File: src/rtl/debounce_pkg.sv
// Shared constants and width helper for the multi-channel debouncer.
// Clock-derived defaults assume the 100 MHz Basys3 system clock.
package debounce_pkg;

   localparam int unsigned CLK_HZ      = 100_000_000;
   localparam int unsigned DEBOUNCE_MS = 10;
   localparam int unsigned LONG_MS     = 1000;

   localparam int unsigned CYCLES_PER_MS   = CLK_HZ / 1000;
   localparam int unsigned DEBOUNCE_CYCLES = CYCLES_PER_MS * DEBOUNCE_MS;
   localparam int unsigned LONG_CYCLES_DEF = CYCLES_PER_MS * LONG_MS;

   // Bits needed to hold 0..max_val inclusive, never less than one.
   function automatic int unsigned cnt_width(input int unsigned max_val);
      longint unsigned span;
      span = longint'(max_val) + 64'd1;
      if (span <= 64'd2)
         return 1;
      return $clog2(span);
   endfunction

endpackage

File: src/rtl/debounce_ch.sv
// One debounce channel: synchroniser, mismatch counter, level, edge pulses.
// Optional hold counter for long-press pulses when DEBOUNCE_LONG_PRESS_EN is defined.
module debounce_ch
   import debounce_pkg::*;
#(
   parameter int unsigned CNT_MAX     = DEBOUNCE_CYCLES,
   parameter int unsigned SYNC_STAGES = 2,
   parameter int unsigned LONG_CYCLES = LONG_CYCLES_DEF,
   parameter bit          INV         = 1'b0
) (
   input  logic clk,
   input  logic rst,
   input  logic raw_i,
   output logic level_o,
   output logic rise_o,
   output logic fall_o,
   output logic rise_nxt_o,
   output logic long_o
);

   localparam int unsigned   CW       = cnt_width(CNT_MAX);
   localparam logic [CW-1:0] CNT_LAST = CW'(CNT_MAX - 1);

   logic [SYNC_STAGES-1:0] sync_q;
   logic                   s;
   logic [CW-1:0]          cnt_q, cnt_d;
   logic                   level_q, level_d;
   logic                   rise_q, rise_d;
   logic                   fall_q, fall_d;

   always_ff @(posedge clk or negedge rst) begin
      if (!rst) begin
         sync_q <= '0;
      end else begin
         sync_q <= {sync_q[SYNC_STAGES-2:0], raw_i};
      end
   end

   assign s = sync_q[SYNC_STAGES-1] ^ INV;

   // Any cycle of agreement restarts the count, which is what rejects bounce.
   always_comb begin
      cnt_d   = cnt_q;
      level_d = level_q;
      rise_d  = 1'b0;
      fall_d  = 1'b0;
      if (s == level_q) begin
         cnt_d = '0;
      end else if (cnt_q == CNT_LAST) begin
         level_d = s;
         cnt_d   = '0;
         rise_d  = s;
         fall_d  = ~s;
      end else begin
         cnt_d = cnt_q + CW'(1);
      end
   end

   always_ff @(posedge clk or negedge rst) begin
      if (!rst) begin
         cnt_q   <= '0;
         level_q <= 1'b0;
         rise_q  <= 1'b0;
         fall_q  <= 1'b0;
      end else begin
         cnt_q   <= cnt_d;
         level_q <= level_d;
         rise_q  <= rise_d;
         fall_q  <= fall_d;
      end
   end

   assign level_o    = level_q;
   assign rise_o     = rise_q;
   assign fall_o     = fall_q;
   assign rise_nxt_o = rise_d;

`ifdef DEBOUNCE_LONG_PRESS_EN
   localparam int unsigned   HW       = cnt_width(LONG_CYCLES);
   localparam logic [HW-1:0] HOLD_MAX = HW'(LONG_CYCLES);

   logic [HW-1:0] hold_q, hold_d;
   logic          long_q, long_d;

   // Counting starts the edge after level goes high, so the pulse lands
   // LONG_CYCLES cycles after the rise pulse; saturation gives one pulse per press.
   always_comb begin
      hold_d = hold_q;
      if (!level_q || fall_d) begin
         hold_d = '0;
      end else if (hold_q != HOLD_MAX) begin
         hold_d = hold_q + HW'(1);
      end
      long_d = (hold_d == HOLD_MAX) && (hold_q != HOLD_MAX);
   end

   always_ff @(posedge clk or negedge rst) begin
      if (!rst) begin
         hold_q <= '0;
         long_q <= 1'b0;
      end else begin
         hold_q <= hold_d;
         long_q <= long_d;
      end
   end

   assign long_o = long_q;
`else
   assign long_o = 1'b0;
`endif

endmodule

File: src/rtl/debounce_multi.sv
// N-channel debouncer for button/switch banks; rise replaces the old tx_start strobe.
// Define DEBOUNCE_LONG_PRESS_EN to build the per-channel long-press detectors.
module debounce_multi
   import debounce_pkg::*;
#(
   parameter int unsigned       N_CH        = 4,
   parameter int unsigned       CNT_MAX     = DEBOUNCE_CYCLES,
   parameter int unsigned       SYNC_STAGES = 2,
   parameter logic [N_CH-1:0]   INV_MASK    = '0,
   parameter int unsigned       LONG_CYCLES = LONG_CYCLES_DEF
) (
   input  logic            clk,
   input  logic            rst,
   input  logic [N_CH-1:0] raw_in,
   output logic [N_CH-1:0] level,
   output logic [N_CH-1:0] rise,
   output logic [N_CH-1:0] fall,
   output logic            any_rise,
   output logic [N_CH-1:0] long_press
);

   logic [N_CH-1:0] rise_nxt;
   logic            any_rise_q, any_rise_d;

   for (genvar i = 0; i < N_CH; i++) begin : g_ch
      debounce_ch #(
         .CNT_MAX     (CNT_MAX),
         .SYNC_STAGES (SYNC_STAGES),
         .LONG_CYCLES (LONG_CYCLES),
         .INV         (INV_MASK[i])
      ) u_ch (
         .clk        (clk),
         .rst        (rst),
         .raw_i      (raw_in[i]),
         .level_o    (level[i]),
         .rise_o     (rise[i]),
         .fall_o     (fall[i]),
         .rise_nxt_o (rise_nxt[i]),
         .long_o     (long_press[i])
      );
   end

   // Registered from the channels' next-state pulses so it lines up with rise.
   assign any_rise_d = |rise_nxt;

   always_ff @(posedge clk or negedge rst) begin
      if (!rst) begin
         any_rise_q <= 1'b0;
      end else begin
         any_rise_q <= any_rise_d;
      end
   end

   assign any_rise = any_rise_q;

endmodule

File: config.mk
export PLATFORM = sky130hd
export DESIGN_NAME = debounce_multi
export DESIGN_NICKNAME = d
export VERILOG_FILES = /design/src/rtl/debounce_pkg.sv /design/src/rtl/debounce_ch.sv /design/src/rtl/debounce_multi.sv
export SDC_FILE = /design/constraint.sdc
export NUM_CORES = 1
export LEC_CHECK = 0
export BUFFER_PORTS_ARGS = -buffer_cell sky130_fd_sc_hd__buf_4
export CELL_PAD_IN_SITES_DETAIL_PLACEMENT = 1
export CELL_PAD_IN_SITES_GLOBAL_PLACEMENT = 1
export CORE_MARGIN = 2
export CORE_UTILIZATION = 45
export CTS_BUF_LIST = sky130_fd_sc_hd__clkbuf_4 sky130_fd_sc_hd__clkbuf_8
export DETAILED_ROUTE_END_ITERATION = 12
export GPL_ROUTABILITY_DRIVEN = 0
export PLACE_DENSITY_LB_ADDON = 0.1
export SETUP_SLACK_MARGIN = 0.5
export SLEW_MARGIN = 15
export SYNTH_ARGS = -nofsm -noshare
export SYNTH_HDL_FRONTEND = slang
export SYNTH_SLANG_ARGS = --single-unit
File: constraint.sdc
create_clock -name clk -period 2.3 [get_ports clk]
set_input_delay 0 -clock clk [delete_from_list [all_inputs] [get_ports clk]]
set_output_delay 0 -clock clk [all_outputs]
set_load 0.02 [all_outputs]
=== After elaboration in Yosys (flattened, before gate mapping) ===
Index checks and enable logic that the tools add are counted.

* $add $sub $neg: 4
* Equal/unequal tests: 8
* Multiplexer cells: 24
* Bitwise logic cells: 8
* Reductions and logical operators: 5

{| class="wikitable"
|+ Operators with widths
! cell !! count
|-
| 20-bit 2-to-1 mux || 8
|-
| 20-bit by 1-bit adder with 20-bit output (second input constant) || 4
|-
| 20-bit == test (second input constant) || 4
|-
| 1-bit 2-to-1 mux || 16
|-
| 1-bit inverter || 8
|-
| 2-bit AND reduction || 4
|-
| 1-bit == test || 4
|-
| 4-bit OR reduction || 1
|}

* Register bits: 101
* Input port bits: 6
* Output and inout bits: 17

=== Longest topological paths before layout ===
Gate-level depths: netlist of the first run.

* Depth in word-level cells: 4
* Depth in mapped cells: 7
* Mapped depth without buffers: 5

=== By module ===
From an unflattened synthesis of the first run, not the netlist that was laid out.

* Cells, all modules: 474
* Area, all modules: 4772.1 um^2

{| class="wikitable"
|+ By module, submodules not included
! module !! instances !! cells each !! area an instance (um^2) !! sequential area each (um^2)
|-
| debounce_ch || 4 || 118 || 1184.9 || 625.6
|-
| debounce_multi || 1 || 2 || 32.5 || 25.0
|}

=== Least setup slack after synthesis of the first run ===
OpenSTA, ideal clock, no wires.

* Path type: register to register
* Start: reg g_ch[2].u_ch.cnt_q[12]
* End: reg any_rise_q (netlist: any_rise)
* Library setup time: 0.087 ns
* Arrival: 2.015 ns
* Required time: 2.213 ns
* Slack: 0.198 ns
* Cell stages (with the launch flop): 5
* Buffers on the path: 0
* Path through: dfrtp_1 -> or4_1 -> or4_4 -> or4_4 -> o2111ai_2

* Longest elaborated chain between the ends: 4

{| class="wikitable"
|+ Ends and longest elaborated chain
! what !! RTL line !! source
|-
| from (decl) || debounce_ch.sv:26 || <nowiki>logic [CW-1:0] cnt_q, cnt_d;</nowiki>
|-
| from (signal assigned) || debounce_ch.sv:66 || <nowiki>cnt_q <= cnt_d;</nowiki>
|-
| 20-bit == test || debounce_ch.sv:49 || <nowiki>end else if (cnt_q == CNT_LAST) begin</nowiki>
|-
| 1-bit 2-to-1 mux || debounce_ch.sv:49 ||
|-
| 1-bit 2-to-1 mux || debounce_ch.sv:47 || <nowiki>if (s == level_q) begin</nowiki>
|-
| 4-bit OR reduction || debounce_multi.sv:44 || <nowiki>assign any_rise_d = |rise_nxt;</nowiki>
|-
| via any_rise_d || debounce_multi.sv:23 || <nowiki>logic any_rise_q, any_rise_d;</nowiki>
|-
| to (signal assigned) || debounce_multi.sv:50 || <nowiki>any_rise_q <= any_rise_d;</nowiki>
|-
| to (decl) || debounce_multi.sv:23 ||
|}

The timed path passes the listed nets, and every way through them passes these cells.
A chain may end at the register's enable or synchronous reset.

=== Worst setup path after layout of the first run ===
* Start: reg g_ch[2].u_ch.cnt_q[6]
* End: reg any_rise_q (netlist: any_rise)

Same word-level chain as after synthesis.

==> results.py, run 1 <==
metrics = {
    "clocking": {
        "cts_buffer_depth": 2,
        "cts.clk_slew.worst_paths_ns": 0.10,
        "cts_buffers": 9,
        "clockRootBuffer": "clkbuf_8",
        "clock_sinks": 101,
        "clk_latency_ns": 0.39,
        "tritoncts": "yes",
        "cts_htree_levels": 3,
    },
    "timing": {
        "timing.final.crit_period_ns": 2.11,
        "drv_slew": 0,
        "fin_crit_sh_pct": 91.6,
        "finalSetupTns_ns": 0,
        "setup_violations": 0,
        "finClkSkew_ns": 0.0107,
        "finalHoldViolCount": 0,
        "relSlewSlack_pct": 52.6,
        "fmax_mhz": 475,
        "worstMarginPinSlew_ns": 0.706,
        "rsz0062_at_grt": "true",
        "layout_setup_ws_ns": 0.194,
    },
    "setup_path": {
        "cp_data_required_time_ns": 2.61,
        "start_kind": "flip-flop",
        "path_common_cell": "or4_4",
        "slowest_delay_ns": 0.57,
        "worst_path_max_delay_cell": "or4_4",
        "path_buf_inv": 0,
        "crit_family": "simple AND/OR/NAND/NOR gates",
        "crit_type": "reg2reg",
        "cp_max_fo": 3,
        "crit_chain": "or4b_4 -> or4_4 -> or4_4 -> o2111ai_2",
        "arrival_ns": 2.42,
        "endpoint_kind": "flip-flop",
    },
    "yosys": {
        "synth-simple-area-share_pct": 24.0,
        "synth-adder-area-share_pct": 1.04,
        "synth_compound_area_share_pct": 7.28,
        "synthTopCellsByArea": "dfrtp_1 53%, xnor2_1 6.0%, nor2_1 5.0%, xor2_1 3.5%, nand3_1 2.7%",
        "async_flop_share_pct": 100,
        "syn_area_per_cell_um2": 10.1,
        "synth-xor-area-share_pct": 9.50,
        "synth_top_family_by_area": "simple AND/OR/NAND/NOR gates",
        "synthesis.area_mm2": 0.00479,
        "synthCells": 473,
        "synth_top_area_share_pct": 52.7,
        "ys_ff_latch": 101,
        "synth.distinct_cells": 39,
        "synth.area.mux_share_pct": 0.470,
        "synth_edf_count": 0,
        "ys_warn_count": 0,
        "synth_seq_area_share_pct": 52.7,
        "yosysTopAreaCell": "dfrtp_1",
        "synth-main-ff-cell": "dfrtp_1",
    },
    "final_layout": {
        "num-nets-final": 552,
        "layout-drive-gt1-share_pct": 28.9,
        "synthToLayoutAreaGrowth_pct": 25.4,
        "fin_util_pct": 58.2,
        "antenna_cells": 0,
    },
    "floorplan": {
        "core_area_mm2": 0.0103,
        "die_h_um": 107,
        "placementRows": 37,
        "die_x_um": 107,
        "ios": 23,
        "start_util_pct": 46.4,
        "die_area_mm2": 0.0115,
    },
    "detailed_routing": {
        "avgRoutedWirePerCell_um": 17.5,
        "drtIter0Drc": 108,
        "wirelength_um": 11900,
        "firstDrtPassIters": 4,
        "drc": 0,
        "ant_nets": 0,
        "via_count": 3781,
        "routed_via_density": 5.54,
    },
    "place": {
        "hpwl_um": 7070,
        "pre_cts_slack_ns": 0.149,
        "io_buffers": 18,
    },
    "grt": {
        "grt_overflow": 0,
        "grt_pass1_wl_um": 19300,
        "antenna_found_initial": 0,
        "grt_usage_pct": 21.5,
        "grt_max_degree": 68,
        "first_global_vias": 3896,
    },
    "flow_run": {
        "maxCapViolCount": 0,
    },
    "pwr": {
        "power.leakage_nw": 2.45,
        "ir_worst_vdd_mv": 0.365,
        "power_density_mw_per_mm2": 525,
    },
    "run_status": {
        "outcome": "complete, no violations",
    },
    "min_path": {
        "worst_hold_path_type": "in2async",
    },
}
through the flow:
step	hold slack (ns)	total power, mW	cells	instance area, um^2
after floorplan	-0.296	1.92	476	4860
final	0.116	3.16	683	6010
after CTS	0.104	3.19	661	5680
after detailed placement	-0.00598	1.99	616	5100
after global placement	-0.00946	1.99	616	5100
after global routing	0.134	3.30	683	6010
flip-flops by register name (all words and copies together) (netlist names):
register	flops
g_ch.u_ch.level_o	4
g_ch.u_ch.sync_q	8
g_ch.u_ch.cnt_q	80
g_ch.u_ch.fall_o	4
any_rise	1
g_ch.u_ch.rise_o	4
final timing paths:
path,from,end,slack (ns),cells after the start
max reg2reg,g_ch[2].u_ch.cnt_q[6],any_rise,0.19,4
max in group asynchronous,rst,g_ch[2].u_ch.cnt_q[7],1.43,3
min reg2reg,g_ch[3].u_ch.sync_q[0],g_ch[3].u_ch.sync_q[1],0.37,0
min in group clk,raw_in[2],g_ch[2].u_ch.sync_q[0],0.26,2
min,rst,g_ch[1].u_ch.cnt_q[16],0.12,2
max,g_ch[2].u_ch.cnt_q[6],any_rise,0.19,4
area by class of cell:
| class | count | area [um^2] |
|---|---|---|
| well taps | 136 | 170 |
| flip-flops and latches | 101 | 2540 |
| repair buffers | 76 | 636 |
| inverters | 20 | 75.1 |
| multi-input cells | 334 | 2390 |
| clock buffers | 9 | 124 |
| fillers | 1122 | 4310 |
| clock inverters | 7 | 75.1 |
synth_stat cells (10+ instances only):
library cell    n
or4_1          14
dfrtp_1       101
nand4_1        20
nor2_1         64
o31ai_1        10
nor3_1         10
xnor2_1        33
o21ai_0        16
a21oi_1        24
inv_1          20
or3_1          12
nand2_1        24
buf_4          17
nand3_1        26
xor2_1         19
layer usage:
metal,vias to the layer above,share of wire [%],track usage (%),wire length [um]
met5,-,0,0,0
met4,0,1.5,5.75,182
met3,17,2.8,5.59,335
met1,1923,46,27.8,5460
met2,47,50,35.8,5960
li1,1794,-,-,-
kinds of logic (layout without fill, tap and decap cells):
| logic type | count (synthesis) | in the layout |
|---|---|---|
| adders and majority gates | 4 | 4 |
| xor gates and xnor gates | 52 | 52 |
| AOI/OAI and AO/OA | 57 | 60 |
| and+or+nand+nor | 212 | 212 |
| buffers and inverters | 44 | 112 |
| muxes | 2 | 2 |
| other | 1 | 4 |
| DFF | 101 | 101 |
what timing repair did:
| action | CTS | global route |
|---|---|---|
| buffers inserted | 23 | 20 |
| pin swaps | 12 | 24 |
| hold buffers | 5 | 0 |
| endpoints found under the setup margin | 69 | 81 |
| endpoints found under the hold margin | 38 | 0 |
| gates resized for setup | 28 | 46 |
| gates cloned | 1 | 2 |
cells in the final DEF, fill, tap and decap left out, types with 3 or more instances in the layout:
cell type / count
nand4_1: 20
nor2_2: 7
clkinvlp_4: 3
or4_4: 6
nor4_1: 5
xor2_1: 19
o31ai_1: 10
or4b_4: 3
conb_1: 4
or3_1: 11
nand3_1: 20
o21ai_0: 13
inv_1: 20
buf_6: 4
a21oi_2: 6
buf_4: 64
xnor2_1: 33
ha_4: 4
dlygate4sd3_1: 5
clkbuf_8: 9
and2_1: 3
nand3_2: 4
a31o_4: 4
and3_1: 5
or4_1: 11
dfrtp_2: 8
nor2_1: 53
nor3_1: 10
a21oi_1: 18
nor2_4: 4
buf_12: 3
nand2_1: 23
dfrtp_1: 93
where the power goes:
part | internal, mW | switching [mW]
clock | 0.506 | 0.648
combinational | 0.0714 | 0.104
sequential | 1.80 | 0.0286
total | 2.38 | 0.780
(Power assumes the default switching activity.)
==> run 2, diff against run 1 <==
Settings changed: ABC_AREA set to 1, CORE_UTILIZATION 45 to 43.
==> run 2 against run 1 <==
Effect of this change: sequential cell count is the same; worst setup slack improved by 0.48 ns; power is 3.7% lower; sequential share of layout area increased by 1.6 points; highest routed layer unchanged; final cell count up 23%; synthesized cell count is 40% higher; global-route usage shrank 1.7 points; critical path depth grew 5; hold slack improved by 0.0063 ns.
==> results.py, run 2 <==
metrics = {
    "final_layout": {
        "layout_common_cells": "144 x nor2_1, 119 x nand2_1, 101 x dfrtp_1",
        "reg.largest.list": "g_ch.u_ch.cnt_q: 80 flops, g_ch.u_ch.sync_q: 8 flops",
        "synthToLayoutAreaGrowth_pct": 9.67,
        "largest_reg_flops": 80,
        "fin_cells": 839,
        "fin_util_pct": 48.3,
        "layout.cells.most_common": "nor2_1",
        "num-nets-final": 697,
        "finalInstanceArea_mm2": 0.00578,
        "layout-drive-gt1-share_pct": 12.1,
        "top_register": "g_ch.u_ch.cnt_q",
        "antenna_cells": 0,
    },
    "timing": {
        "worstMarginPinSlew_ns": 0.546,
        "fin_crit_sh_pct": 70.5,
        "setup_violations": 0,
        "timing.final.crit_period_ns": 1.62,
        "rsz0062_at_grt": "true",
        "finalSetupTns_ns": 0,
        "fmax_mhz": 616,
        "relSlewSlack_pct": 63.6,
        "finalHoldViolCount": 0,
        "finClkSkew_ns": 0.0103,
        "drv_slew": 0,
    },
    "floorplan": {
        "die_h_um": 115,
        "ios": 23,
        "core_area_mm2": 0.0120,
        "start_util_pct": 44.0,
        "die_area_mm2": 0.0131,
        "die_x_um": 115,
        "placementRows": 40,
    },
    "setup_path": {
        "worst_path_max_delay_cell": "dfrtp_1",
        "path_common_cell": "nand3_2",
        "arrival_ns": 1.91,
        "endpoint_kind": "flip-flop",
        "cp_max_fo": 9,
        "crit_type": "reg2reg",
        "cp_data_required_time_ns": 2.58,
        "slowest_delay_ns": 0.39,
        "crit_chain": "ha_1 -> nand2_1 -> nor2_4 -> nand3_2 -> inv_2 -> nand3_2 -> nand2_2 -> buf_6 -> nor2_1",
        "start_kind": "flip-flop",
    },
    "yosys": {
        "synthCells": 661,
        "synth_common_cells": "145 x nor2_1, 122 x nand2_1, 101 x dfrtp_1",
        "synth_seq_area_share_pct": 48.0,
        "syn_area_per_cell_um2": 7.97,
        "yosysTopAreaCell": "dfrtp_1",
        "synth.distinct_cells": 27,
        "synth-main-ff-cell": "dfrtp_1",
        "synthesis.area_mm2": 0.00527,
        "async_flop_share_pct": 100,
        "synthMostInstantiatedCell": "nor2_1",
        "synthTopCellsByArea": "dfrtp_1 48%, nor2_1 10%, nand2_1 8.7%, inv_1 6.1%, xor2_1 3.8%",
        "ys_ff_latch": 101,
        "synth_top_area_share_pct": 48.0,
        "synth_edf_count": 0,
        "ys_warn_count": 0,
    },
    "grt": {
        "antenna_found_initial": 0,
        "use_met2_pct": 32.6,
        "grt_pass1_wl_um": 20500,
        "grt_max_degree": 64,
        "grtUsageMet1_pct": 26.0,
        "grt_overflow": 0,
        "grt_usage_pct": 19.8,
        "globalRoute.busiestLayer": "met2",
        "grtUsageMet3_pct": 5.66,
        "first_global_vias": 4293,
    },
    "detailed_routing": {
        "via_count": 4208,
        "avgRoutedWirePerCell_um": 14.2,
        "drc": 0,
        "firstDrtPassIters": 4,
        "wirelength_um": 11900,
        "ant_nets": 0,
        "drtIter0Drc": 103,
        "routed_via_density": 5.02,
    },
    "clocking": {
        "clockRootBuffer": "clkbuf_8",
        "clk_latency_ns": 0.38,
        "cts_buffers": 9,
        "cts_buffer_depth": 2,
        "cts_htree_levels": 3,
        "tritoncts": "yes",
        "cts.clk_slew.worst_paths_ns": 0.10,
        "clock_sinks": 101,
    },
    "pwr": {
        "power.leakage_nw": 2.58,
        "p_total_mw": 3.04,
        "ir_worst_vdd_mv": 0.410,
        "power_density_mw_per_mm2": 526,
    },
    "min_path": {
        "worst_hold_path_type": "in2async",
    },
    "place": {
        "hpwl_um": 8930,
        "io_buffers": 18,
        "dpl-instance-area_mm2": 0.00552,
        "dp.cells": 817,
    },
    "flow_run": {
        "maxCapViolCount": 0,
    },
    "run_status": {
        "outcome": "complete, no violations",
    },
}
==> run 2: worst paths after layout <==
check	start	end	slack, ns	cells past startpoint
min in group clk	raw_in[3]	g_ch[3].u_ch.sync_q[0]	0.26	2
worst max register to register	g_ch[0].u_ch.cnt_q[0]	g_ch[0].u_ch.cnt_q[12]	0.68	9
worst min-delay path	rst	g_ch[3].u_ch.cnt_q[14]	0.12	2
max in group asynchronous	rst	g_ch[1].u_ch.cnt_q[17]	1.46	3
worst min register to register	g_ch[1].u_ch.sync_q[0]	g_ch[1].u_ch.sync_q[1]	0.36	0
worst max-delay path	g_ch[0].u_ch.cnt_q[0]	g_ch[0].u_ch.cnt_q[12]	0.68	9
==> run 2: what timing repair did <==
item	4_1_cts	5_1_grt
resized for setup	0	7
setup buffers	0	1
setup endpoints to repair	0	44
hold endpoints to repair	42	0
hold buffers	5	0
==> run 2: power by group <==
group	internal [mW]	switching, mW
clock	0.439	0.642
sequential	1.80	0.0173
combinational	0.0446	0.0978
total	2.28	0.757
==> run 2: final cells by class <==
| type | instances | area [um^2] |
|---|---|---|
| fill | 1466 | 6190 |
| inverter | 88 | 330 |
| clock inverter | 4 | 32.5 |
| sequential | 101 | 2530 |
| clock buffer | 12 | 146 |
| multi-input combinational | 456 | 2290 |
| tap | 147 | 184 |
| timing repair buffer | 31 | 262 |
==> run 2: worst max-delay path: cells and delay by family, from the launching register on <==
family,cells,cell delay (ns)
flops,1,0.39
buf+inv,2,0.26
simple gates,6,0.66
fa+ha+maj,1,0.19
==> run 2: metal layers <==
layer	vias to the layer above	wire [um]
li1	2086	-
met1	2067	5630
met2	42	5790
met3	13	331
met4	0	165
met5	-	0
==> run 2: through the flow <==
stage | worst slack (ns) | hold WS, ns
after detailed placement | 0.532 | 0.0243
final | 0.677 | 0.122
after global placement | 0.630 | 0.0219
after global routing | 0.502 | 0.164
after CTS | 0.513 | 0.148
after floorplan | 0.924 | -0.296
==> run 2: cells by family (layout without fill, tap and decap cells) <==
logic type	Yosys count	after routing	share of synthesized area [%]
AND/OR/NAND/NOR	387	387	33.7
adder cells (fa/ha/maj)	4	4	0.950
flip-flops	101	101	48.0
AO/OA/AOI/OAI	27	27	2.59
other	1	4	0.0712
XOR/XNOR	34	34	5.65
buffers and inverters	107	135	9.05
